### src/rtl/display_scanner.sv
// display_scanner: multiplexed N-digit common-anode driver with guard-time blanking
// and a frame-synchronous scrolling message window.
module display_scanner #(
  parameter int DIGITS      = 4,
  parameter int SLOT_CYCLES = 16,
  parameter int GUARD       = 2,
  parameter int MSG_LEN     = 16,
  parameter int IDX_W       = $clog2(MSG_LEN),
  parameter int DSEL_W      = $clog2(DIGITS)
) (
  input  logic              clk,
  input  logic              reset_n,
  input  logic              en,
  input  logic              step,
  input  logic              dir,
  output logic [DIGITS-1:0] anodes,
  output logic [IDX_W-1:0]  char_idx,
  output logic [DSEL_W-1:0] digit_sel,
  output logic              frame_start
);
  localparam int SW = SLOT_CYCLES > 1 ? $clog2(SLOT_CYCLES) : 1;
  localparam logic [SW-1:0]     SLOT_LAST  = SW'(SLOT_CYCLES - 1);
  localparam logic [SW-1:0]     WIN_LO     = SW'(GUARD);
  localparam logic [SW-1:0]     WIN_HI     = SW'(SLOT_CYCLES - 1 - GUARD);
  localparam logic [DSEL_W-1:0] DIGIT_LAST = DSEL_W'(DIGITS - 1);
  localparam logic [IDX_W-1:0]  IDX_LAST   = IDX_W'(MSG_LEN - 1);
  localparam logic [IDX_W:0]    LEN        = (IDX_W+1)'(MSG_LEN);

  logic [SW-1:0]     slot, slot_n;
  logic [DSEL_W-1:0] digit, digit_n;
  logic [IDX_W-1:0]  start, start_n, idx_n;
  logic [IDX_W:0]    sum;
  logic [DIGITS-1:0] anodes_n;
  logic              pending, pending_n, slot_wrap, wrap;

  assign digit_sel = digit;

  // Outputs are computed from the next counter state so they line up with the counters.
  always_comb begin
    slot_wrap = slot == SLOT_LAST;
    wrap      = en && slot_wrap && digit == DIGIT_LAST;
    slot_n    = !en ? slot : slot_wrap ? '0 : slot + 1'b1;
    digit_n   = !(en && slot_wrap) ? digit : digit == DIGIT_LAST ? '0 : digit + 1'b1;
    start_n   = !(wrap && (pending || step)) ? start :
                dir ? (start == '0 ? IDX_LAST : start - 1'b1) :
                      (start == IDX_LAST ? '0 : start + 1'b1);
    pending_n = !wrap && (pending || step);
    sum       = {1'b0, start_n} + {{(IDX_W+1-DSEL_W){1'b0}}, DIGIT_LAST - digit_n};
    idx_n     = sum >= LEN ? IDX_W'(sum - LEN) : sum[IDX_W-1:0];
    anodes_n  = ~({{(DIGITS-1){1'b0}}, en && slot_n >= WIN_LO && slot_n <= WIN_HI} << digit_n);
  end

  always_ff @(posedge clk or negedge reset_n) begin
    if (!reset_n) begin
      slot        <= '0;
      digit       <= '0;
      start       <= '0;
      pending     <= 1'b0;
      anodes      <= '1;
      char_idx    <= IDX_W'(DIGITS - 1);
      frame_start <= 1'b0;
    end else begin
      slot        <= slot_n;
      digit       <= digit_n;
      start       <= start_n;
      pending     <= pending_n;
      anodes      <= anodes_n;
      char_idx    <= idx_n;
      frame_start <= wrap;
    end
  end
endmodule

### config.mk
export PLATFORM = sky130hd
export DESIGN_NAME = display_scanner
export DESIGN_NICKNAME = d
export VERILOG_FILES = /design/src/rtl/display_scanner.sv
export SDC_FILE = /design/constraint.sdc
export NUM_CORES = 1
export LEC_CHECK = 0
export CAP_MARGIN = 20
export CORE_UTILIZATION = 40
export CTS_BUF_LIST = sky130_fd_sc_hd__clkbuf_16
export DETAILED_ROUTE_END_ITERATION = 10
export PLACE_DENSITY_LB_ADDON = 0.12
export SLEW_MARGIN = 0
export SYNTH_ARGS = -nofsm -noshare
export SYNTH_HDL_FRONTEND = slang
export SYNTH_SLANG_ARGS = --single-unit
### constraint.sdc
create_clock -name clk -period 2.8 [get_ports clk]
set_input_delay 0.42 -clock clk [delete_from_list [all_inputs] [get_ports clk]]
set_output_delay 0.42 -clock clk [all_outputs]
set_load 0.005 [all_outputs]
After elaboration in Yosys (flattened, before gate mapping)
Index checks and enable logic that the tools add are counted.
{"block": "totals", "input_bits": 5, "reg_bits": 20, "output_inout_bits": 11, "word_cells": 40}
{"block": "op_classes", "add_sub_neg": 7, "n_bitwise": 1, "shift": 1, "n_lt_le_gt_ge": 3, "n_reduce_logical": 9, "eq_ne": 3, "n_mux": 9}
{"cell": "2-to-1 mux 4 bit", "n": 7}
{"cell": "adder 4 x 1 -> 4 bit, second input constant", "n": 2}
{"cell": "equality test 4 bit, second input constant", "n": 2}
{"cell": "subtractor 4 x 1 -> 4 bit, second input constant", "n": 2}
{"cell": "logical AND 1 bit", "n": 6}
{"cell": "adder 4 x 2 -> 5 bit", "n": 1}
{"cell": ">= comparator 5 bit, second input constant", "n": 1}
{"cell": ">= comparator 4 x 2 -> 1 bit, second input constant", "n": 1}
{"cell": "<= comparator 4 bit, second input constant", "n": 1}
{"cell": "logical NOT 4 bit", "n": 1}
{"cell": "2-to-1 mux 2 bit", "n": 2}
{"cell": "inverter 4 bit", "n": 1}
{"cell": "left shift 1 x 2 -> 4 bit", "n": 1}
{"cell": "adder 2 x 1 -> 2 bit, second input constant", "n": 1}
{"cell": "equality test 2 bit, second input constant", "n": 1}
{"cell": "subtractor 2 bit, first input constant", "n": 1}
{"cell": "logical NOT 1 bit", "n": 1}
{"cell": "logical OR 1 bit", "n": 1}

Logic depth before layout (Yosys ltp)
Gate-level depths: netlist (run 1).
{"block": "depth", "depth_word": 8, "depth_mapped": 10, "depth_no_buf": 9}

Worst setup path after synthesis (run 1)
Ideal clock, no wire load.
{"block": "synth_timing", "kind": "register to register", "start": "register slot[0]", "end": "register char_idx[2]", "synth_period_minus_slack_ns": 2.522, "slack_ns": 0.278, "arrival_ns": 2.387, "n_path_buf": 1, "path_stages_with_launch": 9, "setup_time_ns": 0.135, "t_required_ns": 2.665, "cell_sequence": "dfrtp_1 -> ha_1 -> nand4_4 -> or3_1 -> buf_6 -> a221o_2 -> ha_1 -> fa_1 -> xor2_1"}
{"block": "synth_between", "elab_chain_len": 8, "elab_cells_between_ends": 11, "cone_classes": "add/sub: 3; order compare: 1; eq/ne: 1; mux: 3; reduce/logical: 3"}
{"item": "start, declared", "line_no": "29", "source": "logic [SW-1:0] slot, slot_n;"}
{"item": "start signal, assigned", "line_no": "63", "source": "slot <= slot_n;"}
{"item": "equality test 4 bit *", "line_no": "40", "source": "slot_wrap = slot == SLOT_LAST;"}
{"item": "logical AND 1 bit * (2 in a row)", "line_no": "41", "source": "wrap = en && slot_wrap && digit == DIGIT_LAST;"}
{"item": "logical AND 1 bit *", "line_no": "44", "source": "start_n = !(wrap && (pending || step)) ? start :"}
{"item": "2-to-1 mux 4 bit *", "line_no": "44"}
{"item": "via start_n[0]", "line_no": "31", "source": "logic [IDX_W-1:0] start, start_n, idx_n;"}
{"item": "adder 4 x 2 -> 5 bit *", "line_no": "48", "source": "sum = {1'b0, start_n} + {{(IDX_W+1-DSEL_W){1'b0}}, DIGIT_LAST - digit_n};"}
{"item": "subtractor 4 x 1 -> 4 bit / >= comparator 5 bit (equally long branches)", "line_no": "49", "source": "idx_n = sum >= LEN ? IDX_W'(sum - LEN) : sum[IDX_W-1:0];"}
{"item": "2-to-1 mux 4 bit *", "line_no": "49"}
{"item": "via idx_n[2]", "line_no": "31"}
{"item": "end signal, assigned", "line_no": "60", "source": "char_idx <= IDX_W'(DIGITS - 1);"}
{"item": "end signal, assigned", "line_no": "68", "source": "char_idx <= idx_n;"}
{"item": "end, declared", "line_no": "17", "source": "output logic [IDX_W-1:0] char_idx,"}
The timed path passes the listed nets; every way through them passes the cells marked *.

Final worst setup path (run 1)
Same ends and word-level chain as after synthesis.

==> impl_metrics.csv, run 1 <==
group,metric,value,unit
outcome,outcome,"complete, but fails checks",
outcome,violations,"design-rule violations",
grt,grt_max_degree,21,
synth,synth_area,0.00103,mm2
critical_path,crit_fanout,5,
layout,layout_common_cells,"clkdlybuf4s50_1, dfrtp_1, inv_1",
timing,finalMaxSlewViolations,0,
layout,fillCellCount,212,
clock_network,cts_sinks,20,
critical_path,timing.rr.end,"char_idx[2]",
clock_network,cts_buffers,3,
timing,post-route-min-period,2.51,ns
timing,max_slew.worst_pin.slew,0.855,ns
placement,place_area,0.00123,mm2
floorplan,die_h,52.7,um
timing,setup_viol,0,
pwr,power_frac_seq,39.2,%
detailed_routing,drt-wirelength-per-cell,12.8,um
pwr,power_frac_clock,24.6,%
detailed_routing,vias,738,
clock_network,clock-root-buffer,"clkbuf_16",
clock_network,cts_resized,0,
pwr,ir_drop,0.514,mV
min_path,min_path_type,"reg -> reg",
layout,n_antenna_cell,0,
clock_network,insertion_delay,0.25,ns
timing,skew,0.00223,ns
layout,fin_nets,125,
timing,slew_headroom,42.8,%
critical_path,criticalPathCategory,"reg -> reg",
pwr,p_int,815,uW
detailed_routing,antenna_left,0,
clock_network,clk_pin_slew_worst_paths,0.05,ns
critical_path,rr_startpoint,"slot[0]",
critical_path,worstRegToRegCells,7,
clock_network,hold_buffers,0,
placement,io_buffers,15,
clock_network,clk_path_buf_depth,2,
pwr,power.leakage,0.584,nW
floorplan,core,0.00245,mm2
grt,grt_overflow,0,
grt,grt_pass1_wl,3040,um
min_path,hold_end,"pending",
clock_network,postCtsSetupBuffers,0,
synth,synth_seq_area_share,49.3,%
pwr,power_frac_comb,36.2,%
grt,antenna_found_initial,0,
layout,final_cells,142,
detailed_routing,routed_wl,1820,um
timing,grt_setup_unrepaired,"false",
pwr,finalPower,1.17,mW
critical_path,r2r_setup_slack,0.29,ns
layout,drive_gt1_share,19.6,%
grt,use_met2,24.3,%
detailed_routing,dr.pass1.iters,6,
floorplan,dieArea,0.00278,mm2
timing,timing.final.hold_violations,0,
clock_network,cts_tree,"done",
timing,fmax,398,MHz
timing,min_period_over_period,89.7,%
run,drv_cap,0,
floorplan,rows,18,
layout,fin_area,0.00131,mm2
critical_path,arrival,2.63,ns
floorplan,die_w,52.7,um
floorplan,initial_utilization,41.9,%
detailed_routing,viasPerCell,5.20,
pwr,power.density,889,mW/mm2
grt,grtUsageMet3,3.48,%
pwr,swShare,30.0,%
timing,fin_tns_setup,0,ns
critical_path,end_kind,"register",
detailed_routing,drtIter0Drc,18,
floorplan,io_pins,16,
min_path,min_from,"pending",
layout,layout_commonest_cell,"clkdlybuf4s50_1",
grt,gr-usage-all-layers,15.3,%
pwr,power_switching,350,uW
grt,grt_pass1_vias,722,
synth,syn_nets,103,
placement,hpwl,1350,um
critical_path,crit_required,2.92,ns
placement,gp_congestion,0.739,
synth,synth_warnings,0,
clock_network,htreeDepth,1,
layout,syn_to_final_growth,27.3,%
grt,met1_usage,19.7,%
timing,fin_hold_ws,0.491,ns
synth,ys_ff_latch,20,
synth,syn_inst,91,
synth,synth.distinct_cells,39,
placement,dp.cells,138,
synth,syn_area_per_cell,11.3,um2
min_path,min_delay_path_depth,2,
critical_path,cp-start-kind,"register",
detailed_routing,drc,1,
grt,busiest_layer,"met2",
[synthesized netlist by cell type, drive strengths merged]
cell type  instances  area [um2]
and2               1        6.26
and3               2        12.5
a211o              1        8.76
fa                 1        20.0
or3                3        18.8
nor3               2        10.0
nand3b             1        7.51
nand2              3        11.3
a41oi              1        8.76
dfstp              6         158
a221o              1        11.3
xnor2              2        25.0
and2b              1        7.51
a21bo              1        10.0
a31oi              1        6.26
mux2i              2        20.0
nor2               6        22.5
mux2               1        11.3
a22o               1        17.5
nand4              2        27.5
a311oi             1        8.76
buf                2        18.8
ha                 6        75.1
a21oi              5        28.8
o221ai             1        8.76
clkbuf             1        3.75
dfrtp             14         350
o21ai              3        15.0
a21o               2        16.3
nand3              3        15.0
nor4               1        6.26
o31ai              1        7.51
inv               10        37.5
xor2               2        17.5
[flip-flops by register name (all words and copies together) (netlist names)]
| name | flops |
|---|---|
| frame_start | 1 |
| pending | 1 |
| start | 4 |
| slot | 4 |
| char_idx | 4 |
| anodes | 4 |
| digit_sel | 2 |
[worst max-delay path, cell delays in order (launching register included)]
cell,delay [ns]
dfrtp_1,0.40
ha_1,0.30
nand4_4,0.12
or3_1,0.38
a221o_2,0.42
ha_1,0.21
fa_1,0.38
xor2_1,0.16
[how the worst max path moves through the flow]
stage / cells after the start / to / from
2_1_floorplan: 8 / char_idx[2] / slot[0]
3_3_place_gp: 7 / char_idx[2] / en
3_5_place_dp: 7 / char_idx[2] / en
4_1_cts: 7 / char_idx[2] / slot[0]
5_1_grt: 7 / char_idx[2] / slot[0]
6_report: 7 / char_idx[2] / slot[0]
[cells by family (layout without fill, tap and decap cells)]
| logic type | count (synthesis) | after routing | share of synthesized area, % |
|---|---|---|---|
| fa+ha+maj | 7 | 7 | 9.23 |
| flops | 20 | 20 | 49.3 |
| simple gates | 25 | 25 | 14.1 |
| compound gates | 19 | 19 | 14.3 |
| xor+xnor | 4 | 4 | 4.13 |
| mux | 3 | 3 | 3.04 |
| buf+inv | 13 | 34 | 5.83 |
[metrics by stage]
step / worst slack [ns] / util [%]
2_1_floorplan: 0.278 / -
3_3_place_gp: 0.0512 / 50.2
3_5_place_dp: 0.0414 / 50.2
4_1_cts: 0.276 / 53.4
5_1_grt: 0.156 / 53.4
6_report: 0.289 / 53.4
[layer usage]
metal  vias to the layer above  part of all wire [%]
met5                         -                     0
met4                         0                  0.55
met3                         2                   3.9
met2                        10                    47
met1                       362                    48
li1                        364                     -
[power by group through the flow]
stage / sequential (mW) / combinational, mW / clock, mW
2_1_floorplan: 0.455 / 0.237 / 0
4_1_cts: 0.458 / 0.430 / 0.294
3_5_place_dp: 0.462 / 0.420 / 0
5_1_grt: 0.469 / 0.481 / 0.304
6_report: 0.457 / 0.421 / 0.287
3_3_place_gp: 0.460 / 0.417 / 0
[layout make-up]
cell class	instances	area [um2]	area share [%]
flip-flops and latches	20	508	38.7
multi-input cells	58	462	35.2
repair buffers	20	188	14.3
clock buffers	3	75.1	5.73
inverters	10	37.5	2.86
well taps	30	37.5	2.86
clock inverters	1	3.75	0.286
Power figures use the tool's default switching activity.
==> run 2: changes to the inputs <==
CAP_MARGIN = 5   (was 20)
==> results of run 2 <==
Same layout as run 1: the final DEF is identical, and so are final timing and power.
